===== src/rtl/time_set_ctrl.sv =====
// BCD hours/minutes/seconds timekeeper with 1 s and button-enable prescalers.
// Adjust pulses (hrs > mins > secs) take priority over the running tick, which is deferred one slot.
module time_set_ctrl #(
   parameter int TICK_DIV = 31500000,
   parameter int BTN_DIV  = 3150000
) (
   input  logic       clk,
   input  logic       reset,
   input  logic       adj_hrs,
   input  logic       adj_mins,
   input  logic       adj_secs,
   output logic       btn_en,
   output logic       sec_tick,
   output logic [1:0] h_tens,
   output logic [3:0] h_units,
   output logic [2:0] m_tens,
   output logic [3:0] m_units,
   output logic [2:0] s_tens,
   output logic [3:0] s_units
);

   localparam int TW = (TICK_DIV > 1) ? $clog2(TICK_DIV) : 1;
   localparam int BW = (BTN_DIV > 1) ? $clog2(BTN_DIV) : 1;
   localparam logic [TW-1:0] TICK_LAST = TW'(TICK_DIV - 1);
   localparam logic [BW-1:0] BTN_LAST  = BW'(BTN_DIV - 1);

   logic [TW-1:0] r_tick_cnt;
   logic [BW-1:0] r_btn_cnt;
   logic          r_pending;
   logic [1:0]    r_h_tens;
   logic [3:0]    r_h_units;
   logic [2:0]    r_m_tens;
   logic [3:0]    r_m_units;
   logic [2:0]    r_s_tens;
   logic [3:0]    r_s_units;

   logic          w_adj_any;
   logic          w_s_wrap;
   logic          w_m_wrap;
   logic [1:0]    w_h_tens_inc;
   logic [3:0]    w_h_units_inc;
   logic [2:0]    w_m_tens_inc;
   logic [3:0]    w_m_units_inc;
   logic [2:0]    w_s_tens_inc;
   logic [3:0]    w_s_units_inc;

   assign sec_tick  = (r_tick_cnt == TICK_LAST);
   assign btn_en    = (r_btn_cnt == BTN_LAST);
   assign w_adj_any = adj_hrs | adj_mins | adj_secs;
   assign w_s_wrap  = (r_s_tens == 3'd5) && (r_s_units == 4'd9);
   assign w_m_wrap  = (r_m_tens == 3'd5) && (r_m_units == 4'd9);

   // Each field's "+1" value is computed once and shared by the adjust and tick paths.
   always_comb begin
      w_s_units_inc = r_s_units + 4'd1;
      w_s_tens_inc  = r_s_tens;
      if (r_s_units == 4'd9) begin
         w_s_units_inc = 4'd0;
         w_s_tens_inc  = (r_s_tens == 3'd5) ? 3'd0 : r_s_tens + 3'd1;
      end

      w_m_units_inc = r_m_units + 4'd1;
      w_m_tens_inc  = r_m_tens;
      if (r_m_units == 4'd9) begin
         w_m_units_inc = 4'd0;
         w_m_tens_inc  = (r_m_tens == 3'd5) ? 3'd0 : r_m_tens + 3'd1;
      end

      w_h_units_inc = r_h_units + 4'd1;
      w_h_tens_inc  = r_h_tens;
      if ((r_h_tens == 2'd2) && (r_h_units == 4'd3)) begin
         w_h_units_inc = 4'd0;
         w_h_tens_inc  = 2'd0;
      end else if (r_h_units == 4'd9) begin
         w_h_units_inc = 4'd0;
         w_h_tens_inc  = r_h_tens + 2'd1;
      end
   end

   always_ff @(posedge clk) begin
      if (reset) begin
         r_tick_cnt <= '0;
         r_btn_cnt  <= '0;
         r_pending  <= 1'b0;
         r_h_tens   <= '0;
         r_h_units  <= '0;
         r_m_tens   <= '0;
         r_m_units  <= '0;
         r_s_tens   <= '0;
         r_s_units  <= '0;
      end else begin
         r_tick_cnt <= sec_tick ? '0 : r_tick_cnt + TW'(1);
         r_btn_cnt  <= btn_en ? '0 : r_btn_cnt + BW'(1);

         if (adj_hrs) begin
            r_h_tens  <= w_h_tens_inc;
            r_h_units <= w_h_units_inc;
         end else if (adj_mins) begin
            r_m_tens  <= w_m_tens_inc;
            r_m_units <= w_m_units_inc;
         end else if (adj_secs) begin
            r_s_tens  <= w_s_tens_inc;
            r_s_units <= w_s_units_inc;
         end

         // A deferred tick and a fresh tick in the same free cycle collapse into one.
         if (w_adj_any) begin
            if (sec_tick) r_pending <= 1'b1;
         end else if (sec_tick || r_pending) begin
            r_pending <= 1'b0;
            r_s_tens  <= w_s_tens_inc;
            r_s_units <= w_s_units_inc;
            if (w_s_wrap) begin
               r_m_tens  <= w_m_tens_inc;
               r_m_units <= w_m_units_inc;
               if (w_m_wrap) begin
                  r_h_tens  <= w_h_tens_inc;
                  r_h_units <= w_h_units_inc;
               end
            end
         end
      end
   end

   assign h_tens  = r_h_tens;
   assign h_units = r_h_units;
   assign m_tens  = r_m_tens;
   assign m_units = r_m_units;
   assign s_tens  = r_s_tens;
   assign s_units = r_s_units;

endmodule

===== config.mk =====
export PLATFORM = sky130hd
export DESIGN_NAME = time_set_ctrl
export DESIGN_NICKNAME = d
export VERILOG_FILES = /design/src/rtl/time_set_ctrl.sv
export SDC_FILE = /design/constraint.sdc
export NUM_CORES = 1
export LEC_CHECK = 0
export ABC_AREA = 1
export CAP_MARGIN = 20
export CORE_MARGIN = 4
export CORE_UTILIZATION = 37
export DETAILED_ROUTE_END_ITERATION = 8
export SLEW_MARGIN = 5
export SYNTH_ARGS = -nofsm -noshare
export SYNTH_HDL_FRONTEND = slang
export SYNTH_SLANG_ARGS = --single-unit

===== constraint.sdc =====
create_clock -name clk -period 2.1 [get_ports clk]
set_input_delay 0.315 -clock clk [delete_from_list [all_inputs] [get_ports clk]]
set_output_delay 0.315 -clock clk [all_outputs]
set_load 0.005 [all_outputs]

==> summary.md <==
| Metric | Value |
|---|---|
| Crit path time final | `1.93 ns` |
| Clk slew on worst S/H paths | `0.06 ns` |
| Share of the synthesized area in the top cell type | `0.393` |
| Distinct cells, synth | `36` |
| Port Buffer Count | `26` |
| N_diodes | `0` |
| Vias per cell | `4.86` |
| Rel. slew slack | `0.712` |
| CP required | `1.78 ns` |
| I/O Pins | `27` |
| Clk root buf | `clkbuf_8` |
| Fillers | `979` |
| Setup TNS | `0 ns` |
| FMAX | `519 MHz` |
| DRT iter0 DRCs | `115` |
| Switching Power | `0.000564 W` |
| Crit path kind | `flop to output pin` |
| Top cell type by total area after synthesis | `dfxtp_1` |
| Site row count | `35` |
| M1 wire length | `3.58 mm` |
| Via count | `3225` |
| WHS | `0.420 ns` |
| Number of synthesized flops with an enable pin | `0` |
| Post-Syn Area | `3460 um2` |
| Pwr Total | `0.00239 W` |
| Total GRT Usage | `0.143` |
| Mapped Nets | `517` |
| H-tree level count | `3` |
| Share of power burned in registers | `0.559` |
| Status | `finished clean` |
| Cell count after synthesis | `507` |
| Max Buffers Root-to-Sink | `2` |
| Leakage | `1.59 nW` |
| First-pass GRT wire length | `13.2 mm` |
| Switching share of power | `0.236` |
| Setup ws final | `0.174 ns` |
| Largest net degree at the start of global routing | `19` |
| DRC | `0` |
| Met3 wire len | `242 um` |
| Slew at the pin closest to its max-slew limit | `0.429 ns` |
| Clk pwr share | `0.379` |
| Die ar. | `11000 um2` |
| Post-DP HPWL | `5.59 mm` |
| Crit path DAT | `1.61 ns` |
| CTS tree | `built` |
| RSZ-0062 raised after global routing | `false` |
| Crit Path Max Fanout | `3` |
| Async S/R FF share, synth | `0` |
| Uppermost layer routed | `met4` |
| Register area | `1370 um2` |
| Max cap viols | `0` |
| Final Core Density | `0.447` |
| Die Width | `105 um` |
| Pre-CTS WS | `0.0782 ns` |
| Final setup viols | `0` |
| Multi-input logic area | `1810 um2` |
| Area Growth Syn to Fin | `18.1%` |
| Post-layout net count | `560` |
| Most used DFF post-synth | `dfxtp_1` |
| Remaining antenna violation count | `0` |
| Worst VDD drop | `0.302 mV` |
| Pwr dens | `584 nW/um2` |
| Combinational share of power | `0.062` |
| Met2 routed WL | `3.46 mm` |
| Die height | `105 um` |
| Crit share post-route | `0.917` |
| CTS buffer count | `9` |
| Hold_buf cts | `0` |
| Pins over their slew limit | `0` |
| Pre-antenna DRT Iters | `4` |
| Int Pwr | `0.00182 W` |
| Initial core utilization | `0.378` |
| Hold Vio Cnt, Final | `0` |
| Sequential area share after synthesis | `0.393` |
| Detailed Route WL | `7.38 mm` |
| Clk_lat worst skew | `0.34 ns` |
| Synth warn | `0` |
| Grt total ovfl | `0` |
| Drt wl/cell | `11.1 um` |
| Core Region | `9150 um2` |
| Initial antenna violation count | `0` |
| Final clock skew | `0.00736 ns` |
| CP endpoint kind | `output pin` |
| Synthesized flop and latch total | `68` |
| Largest cells by area after synthesis | `dfxtp_1 39%, nand2_1 12%, nor2_1 9.0%, inv_1 7.4%, nand3_1 4.3%` |
| Number of global-route vias before repair | `3059` |
| CP startpoint kind | `flop` |
| Clk sinks | `68` |
| HP Class | `flop to flop` |
| GPL Wtd Cong | `0.839` |
| Layout cells sized above 1 | `0.114` |
| Syn Area/Cell | `6.83 um2` |
layer usage:
layer,up-vias,global-route usage
met3,9,0.0334
met5,-,0
li1,1716,-
met2,41,0.246
met4,0,0.0394
met1,1459,0.178
critical path, stage by stage, from the launching register on:
cell and delay, ns:
dfxtp_2 0.35, ha_2 0.18, nand2_1 0.06, inv_1 0.07
nand2_1 0.07, nor2_2 0.10, nand4_1 0.10, nor2_1 0.10
dlygate4sd2_1 0.24
synthesized netlist by cell type (4+ instances only):
master,number
ha_1,5
nand4_1,17
nand3_1,30
nand2_1,107
o21ai_1,5
or2_2,5
dfxtp_1,68
nor4_1,4
nor2_1,83
inv_1,68
xor2_1,11
nand2_2,5
nor3_1,23
a21oi_1,29
o21ai_0,10
power by group through the flow:
stage	clock, W	sequential (W)	combinational (W)
floorplan	0	0.00136	0.0000881
global placement	0	0.00136	0.000147
detailed placement	0	0.00136	0.000150
CTS	0.000947	0.00133	0.000150
global route	0.00100	0.00134	0.000170
finish	0.000904	0.00133	0.000148
kinds of logic after synthesis:
kind of cell / Yosys count / share of synthesized area
AOI/OAI and AO/OA: 48 / 0.0716
xor gates and xnor gates: 13 / 0.0329
adders and majority gates: 5 / 0.0181
buffers and inverters: 76 / 0.0867
DFF: 68 / 0.393
and+or+nand+nor: 297 / 0.398
worst paths after layout:
check                                start                  endpoint  slack (ns)  depth (start not counted)
hold reg to reg   r_tick_cnt[0]$_SDFF_PP0_  r_tick_cnt[0]$_SDFF_PP0_        0.42                          1
setup / recovery   r_btn_cnt[1]$_SDFF_PP0_                    btn_en        0.17                          8
hold / removal    r_tick_cnt[0]$_SDFF_PP0_  r_tick_cnt[0]$_SDFF_PP0_        0.42                          1
setup reg to reg  r_tick_cnt[1]$_SDFF_PP0_     h_units[3]$_SDFF_PP0_        0.30                         11
cell usage in the layout, fill, tap and decap left out, types with 5 or more instances in the layout:
cell type	n
nor3_1	22
nand4_1	17
or2_2	5
clkdlybuf4s50_1	24
a21oi_1	29
inv_1	67
nand2_2	5
nand3_1	30
nand2_1	107
o21ai_1	5
o21ai_0	10
dfxtp_1	61
dfxtp_2	7
nor2_1	82
buf_4	12
xor2_1	11
clkbuf_8	10
state kept, by name (all words and copies together), names as in the netlist:
signal	cells
h_units	4
m_units	4
s_tens	3
h_tens	2
m_tens	3
s_units	4
r_btn_cnt	22
r_tick_cnt	25
r_pending	1
cell type report:
cell class / instances / share of cell area
sequential: 68 / 0.335
clock inverter: 3 / 0.00367
inverter: 70 / 0.0645
multi-input combinational: 363 / 0.443
tap: 111 / 0.0340
clock buffer: 11 / 0.0346
timing repair buffer: 38 / 0.0850
through the flow:
stage,std cells,cell area [um2]
floorplan,507,3460
global placement,648,3900
detailed placement,648,3900
CTS,664,4090
global route,664,4090
finish,664,4090
timing repair:
action	in CTS	in global routing
setup endpoints to repair	2	1
buffers inserted	2	0
gates resized for setup	12	2
pin swaps	3	1
(Power assumes the default switching activity.)
